[src/rtl/cdc_pkg.sv]
// Shared types for the toggle-based req/ack bus crossing (sender and receiver).
package cdc_pkg;

  typedef enum logic [1:0] {
    RESYNC   = 2'd0,
    IDLE     = 2'd1,
    WAIT_ACK = 2'd2
  } cdc_tx_state_t;

endpackage

[src/rtl/sync_ffs.sv]
// Plain multi-flop synchronizer. Deliberately not reset so that no reset path
// reaches the metastability-capturing flops.
module sync_ffs #(
  parameter int width  = 1,
  parameter int stages = 2
) (
  input  logic             clk,
  input  logic [width-1:0] d_i,
  output logic [width-1:0] q_o
);

  logic [stages-1:0][width-1:0] chain_q;

  // Shift the asynchronous input through the flop chain, newest sample at index 0.
  always_ff @(posedge clk) begin
    chain_q <= {chain_q[stages-2:0], d_i};
  end

  assign q_o = chain_q[stages-1];

endmodule

[src/rtl/cdc_bus_sender.sv]
// Source-domain end of a toggle req/ack multi-bit crossing. A word accepted on
// valid/ready is held on cdc_data while cdc_req toggles; the next word is only
// taken once the synchronized ack toggle level equals the request level again.
module cdc_bus_sender
  import cdc_pkg::*;
#(
  parameter int width   = 32,
  parameter int stages  = 2,
  parameter int timeout = 0
) (
  input  logic             clk,
  input  logic             rst,
  input  logic [width-1:0] data_in,
  input  logic             valid_in,
  output logic             ready_out,
  output logic [width-1:0] cdc_data,
  output logic             cdc_req,
  input  logic             cdc_ack,
  output logic             busy,
  output logic             timeout_err
);

  cdc_tx_state_t    state_q, state_d;
  logic             req_q, req_d;
  logic [width-1:0] data_q, data_d;
  logic             err_q, err_d;
  logic             ack_s;
  logic             ack_match;
  logic             timer_expire;

  sync_ffs #(
    .width  (1),
    .stages (stages)
  ) u_ack_sync (
    .clk (clk),
    .d_i (cdc_ack),
    .q_o (ack_s)
  );

  // The destination has caught up when its ack level equals our req level.
  assign ack_match = (ack_s == req_q);

  // Next-state logic: resync after reset, accept in IDLE, wait for the ack toggle.
  always_comb begin
    state_d = state_q;
    req_d   = req_q;
    data_d  = data_q;
    err_d   = err_q;
    case (state_q)
      RESYNC: begin
        if (ack_match) state_d = IDLE;
      end
      IDLE: begin
        if (valid_in) begin
          data_d  = data_in;
          req_d   = ~req_q;
          state_d = WAIT_ACK;
        end
      end
      WAIT_ACK: begin
        if (ack_match) state_d = IDLE;
        else if (timer_expire) err_d = 1'b1;
      end
      default: state_d = RESYNC;
    endcase
  end

  // State, request toggle, held word and sticky error registers.
  always_ff @(posedge clk) begin
    if (rst) begin
      state_q <= RESYNC;
      req_q   <= 1'b0;
      data_q  <= '0;
      err_q   <= 1'b0;
    end else begin
      state_q <= state_d;
      req_q   <= req_d;
      data_q  <= data_d;
      err_q   <= err_d;
    end
  end

  generate
    if (timeout > 0) begin : g_timer
      localparam int TW = $clog2(timeout + 1);
      localparam logic [TW-1:0] TMAX = TW'(timeout - 1);

      logic [TW-1:0] timer_q, timer_d;
      logic          expire;

      // Count WAIT_ACK cycles without a match; saturate at the limit and flag it.
      always_comb begin
        timer_d = timer_q;
        expire  = 1'b0;
        if (state_q == IDLE && valid_in) begin
          timer_d = '0;
        end else if (state_q == WAIT_ACK && !ack_match) begin
          if (timer_q == TMAX) expire  = 1'b1;
          else                 timer_d = timer_q + TW'(1);
        end
      end

      // Timer register.
      always_ff @(posedge clk) begin
        if (rst) timer_q <= '0;
        else     timer_q <= timer_d;
      end

      assign timer_expire = expire;
    end else begin : g_no_timer
      assign timer_expire = 1'b0;
    end
  endgenerate

  assign ready_out   = (state_q == IDLE);
  assign busy        = (state_q == WAIT_ACK);
  assign cdc_data    = data_q;
  assign cdc_req     = req_q;
  assign timeout_err = err_q;

endmodule

[config.mk]
export PLATFORM = sky130hd
export DESIGN_NAME = cdc_bus_sender
export DESIGN_NICKNAME = d
export VERILOG_FILES = /design/src/rtl/cdc_pkg.sv /design/src/rtl/sync_ffs.sv /design/src/rtl/cdc_bus_sender.sv
export SDC_FILE = /design/constraint.sdc
export NUM_CORES = 1
export LEC_CHECK = 0
export CAP_MARGIN = 20
export CORE_MARGIN = 4
export CORE_UTILIZATION = 45
export CTS_CLUSTER_DIAMETER = 120
export DETAILED_ROUTE_END_ITERATION = 10
export PLACE_DENSITY = 0.87
export SLEW_MARGIN = 20
export SYNTH_ARGS = -nofsm -noshare
export SYNTH_HDL_FRONTEND = slang
export SYNTH_SLANG_ARGS = --single-unit
[constraint.sdc]
create_clock -name clk -period 1.6 [get_ports clk]
set_input_delay 0.32 -clock clk [delete_from_list [all_inputs] [get_ports clk]]
set_output_delay 0.32 -clock clk [all_outputs]
set_load 0.05 [all_outputs]
# == After elaboration in Yosys (flattened, before gate mapping) ==
# Cells that the tools add are included.
# word_totals
out_inout_bits,36
register_bits,37
wordCells,18
in_bits,36
# op_classes
n_eq_ne,5
n_reduce_logical,4
mux,3
bitwise,1
# op_table
op,n
2-bit two-way mux,2
2-bit one-hot mux with 2 select lines,1
2-bit AND reduction,2
2-bit by 1-bit == test with 1-bit output (second input constant),1
2-bit == test (second input constant),1
2-bit zero test,1
2-bit by 1-bit != test with 1-bit output (second input constant),1
2-bit != test (second input constant),1
2-bit OR reduction,1
1-bit == test,1
1-bit inverter,1

# == Longest topological paths before layout ==
# logic_depth
word_depth,4
ltp_mapped,4
mapped_depth_nobuf,2

# == By module ==
# Synthesis repeated with hierarchy kept, for this count alone.
# hier_totals
hier_cells,159
area_unflattened_um2,1669.1
# modules_own_cells
module,cells_each,n_inst,area_each_um2,seq_area_each_um2
cdc_bus_sender,157,1,1629.1,700.7
sync_ffs,2,1,40.0,40.0

# == Least setup slack after synthesis ==
# Ideal clock, no wire load.
# synth_timing
path_kind,reg-to-output
from,register state_q[1]
to,output busy
required_ns,1.280
arrival_time_ns,1.038
n_path_buf,0
path_slack_ns,0.242
path_stages_with_launch,2
cell_sequence,dfxtp_1 nor2b_1
# synth_via
elab_chain_len,1
# synth_rtl
item,line_no,text
"start, declared",cdc_bus_sender.sv:23,"cdc_tx_state_t state_q, state_d;"
"start signal, assigned",cdc_bus_sender.sv:76,state_q <= state_d;
2-bit == test,-,
"end, declared",cdc_bus_sender.sv:19,"output logic busy,"
# No other way between the ends.

# == Final worst setup path ==
# Ends and elaborated chain as after synthesis.

==> results.sh <==
export IMPL_grt_pass1_wl_um=5490
export IMPL_p_comb_share_pct=26.3
export IMPL_grt_overflow=0
export IMPL_setup_viol=0
export IMPL_io_pins=72
export IMPL_placed_area_sq_um=2350
export IMPL_vias=1242
export IMPL_yosys_register_bits=37
export IMPL_critical_path_class="reg -> out"
export IMPL_num_nets_final=267
export IMPL_syn_area_per_cell_sq_um=10.5
export IMPL_post_place_ws_ns=0.0262
export IMPL_io_buffers=70
export IMPL_finClkSkew_ns=0.00421
export IMPL_hold_depth=0
export IMPL_fin_crit_ns=1.36
export IMPL_first_pass_iters=3
export IMPL_cts_hold_buffers_added=0
export IMPL_fin_crit_sh_pct=84.8
export IMPL_cts_setup_buffers=0
export IMPL_cts_buffers=5
export IMPL_drive_gt1_share_pct=22.1
export IMPL_grt_max_degree=46
export IMPL_final_cell_area_sq_um=2430
export IMPL_vias_per_cell=4.48
export IMPL_coreArea_sq_um=3470
export IMPL_power_frac_clock_pct=28.6
export IMPL_rsz0062_at_grt="false"
export IMPL_cp_arrival_ns=1.04
export IMPL_drt_iter0_drc=52
export IMPL_finalSetupTns_ns=0
export IMPL_initial_core_util_pct=48.1
export IMPL_syn_nets=195
export IMPL_clockRootBuffer="clkbuf_8"
export IMPL_hp_class="reg -> reg"
export IMPL_synthCells=159
export IMPL_seq_power_share_pct=45.0
export IMPL_grt_pass1_vias=1270
export IMPL_drt_wl_total_um=3520
export IMPL_crit_required_ns=1.28
export IMPL_fmax_mhz=737
export IMPL_power_per_cell_area_nw_per_um2=924
export IMPL_synth_top_flop_cell="dfxtp_1"
export IMPL_place_gp_congestion=0.675
export IMPL_clock_path_buffers=2
export IMPL_die_area_sq_um=4750
export IMPL_setup_ws_ns=0.244
export IMPL_nFillCells=284
export IMPL_antennaDiodeCount=0
export IMPL_drc=0
export IMPL_power_leakage_nw=0.977
export IMPL_syn_to_final_growth_pct=45.9
export IMPL_status="complete, no violations"
export IMPL_clock_latency_ns=0.29
export IMPL_r2r_slack_ns=0.44
export IMPL_grt_total_usage_pct=16.0
export IMPL_ir_worst_vdd_v=0.000532
export IMPL_swShare_pct=29.2
export IMPL_fp_dieW_um=68.9
export IMPL_yosysSeqAreaShare_pct=44.4
export IMPL_antenna_found_initial=0
export IMPL_internal_power_mw=1.59
export IMPL_mostFrequentLayoutCells="nand2b_1 (64), dfxtp_1 (37), buf_4 (37), clkdlybuf4s50_1 (35), mux2i_1 (32)"
export IMPL_synth_cell_types=20
export IMPL_async_flop_share_pct=0
export IMPL_wire_per_inst_um=12.7
export IMPL_cts_reportedPaths_clkPinSlew_ns=0.06
export IMPL_cts_max_level=2
export IMPL_yosysWarnings=0
export IMPL_hold_viol_final=0
export IMPL_synth_edf_count=0
export IMPL_ant_nets=0
export IMPL_cts_sinks=37
export IMPL_tritoncts="done"
export IMPL_path_max_fanout=4
export IMPL_netlist_area_sq_um=1670
export IMPL_ff2ff_path_depth=3
export IMPL_cp_start_kind="flop"
export IMPL_p_switching_mw=0.656
export IMPL_slew_violations=0
export IMPL_fin_util_pct=70.2
export IMPL_die_y_um=68.9
export IMPL_place_hpwl_um=2640
export IMPL_fp_row_count=21
export IMPL_end_kind="primary output"
export IMPL_cts_resized=0
export IMPL_layout_commonest_cell="nand2b_1"
export IMPL_drv_cap=0
## power by group through the flow
stage | registers, mW | clock network [mW] | logic, mW
floorplan | 1.19 | 0 | 0.220
global placement | 1.03 | 0 | 0.590
detailed placement | 1.03 | 0 | 0.597
CTS | 1.01 | 0.670 | 0.599
global route | 1.02 | 0.707 | 0.627
finish | 1.01 | 0.644 | 0.592
## critical path, stage by stage, from the launching register on
cell	delay, ns
dfxtp_1	0.35
nor2b_1	0.23
buf_12	0.17
## kinds of logic (layout without fill, tap and decap cells)
kind of cell	after synthesis	count (layout)	synth area share, %
buffers and inverters	13	85	6.67
multiplexers	33	33	19.9
AND/OR/NAND/NOR	72	72	26.9
flip-flops	37	37	44.4
AO/OA/AOI/OAI	2	2	1.42
other	1	1	0.225
XOR/XNOR	1	1	0.525
## worst paths after layout
kind / start / end
max: state_q[1]$_SDFFE_PP0P_ / busy
min: u_ack_sync.chain_q[0]$_DFF_P_ / u_ack_sync.q_o$_DFF_P_
max reg2reg: state_q[0]$_SDFFE_PP0P_ / cdc_data[4]$_SDFFE_PP0P_
min reg2reg: u_ack_sync.chain_q[0]$_DFF_P_ / u_ack_sync.q_o$_DFF_P_
## flip-flops by register name, summed over array words and instances (netlist names)
register and flops:
u_ack_sync.q_o 1, cdc_data 32, u_ack_sync.chain_q 1, cdc_req 1
state_q 2
## metal layers
| layer | up-vias | track usage (%) | share of wire (%) |
|---|---|---|---|
| met1 | 537 | 17.6 | 42 |
| met3 | 8 | 7.62 | 11 |
| met5 | - | 0 | 0 |
| li1 | 648 | - | - |
| met4 | 0 | 8.03 | 2.3 |
| met2 | 49 | 25.6 | 44 |
## stage by stage
| step | power (mW) | std cells | hold slack (ns) |
|---|---|---|---|
| floorplan | 1.41 | 159 | 0.310 |
| global placement | 1.62 | 270 | 0.311 |
| detailed placement | 1.63 | 270 | 0.316 |
| CTS | 2.28 | 277 | 0.332 |
| global route | 2.35 | 277 | 0.347 |
| finish | 2.25 | 277 | 0.330 |
## synth_stat cells, drive strengths merged, types with 2 or more instances
cell     n  area share [%]
buf      6             5.0
nor2     3            0.67
mux2i   32              19
nor2b    2            0.75
nand2b  64              24
clkbuf   6             1.4
dfxtp   37              44
## layout make-up
cell class | count | area (sq um) | share of cell area (%)
multi-input combinational | 109 | 818 | 33.6
timing repair buffer | 77 | 728 | 29.9
clock buffer | 7 | 86.3 | 3.55
sequential | 37 | 741 | 30.4
inverter | 1 | 3.75 | 0.154
tap | 46 | 57.6 | 2.36
(Power assumes the default switching activity.)
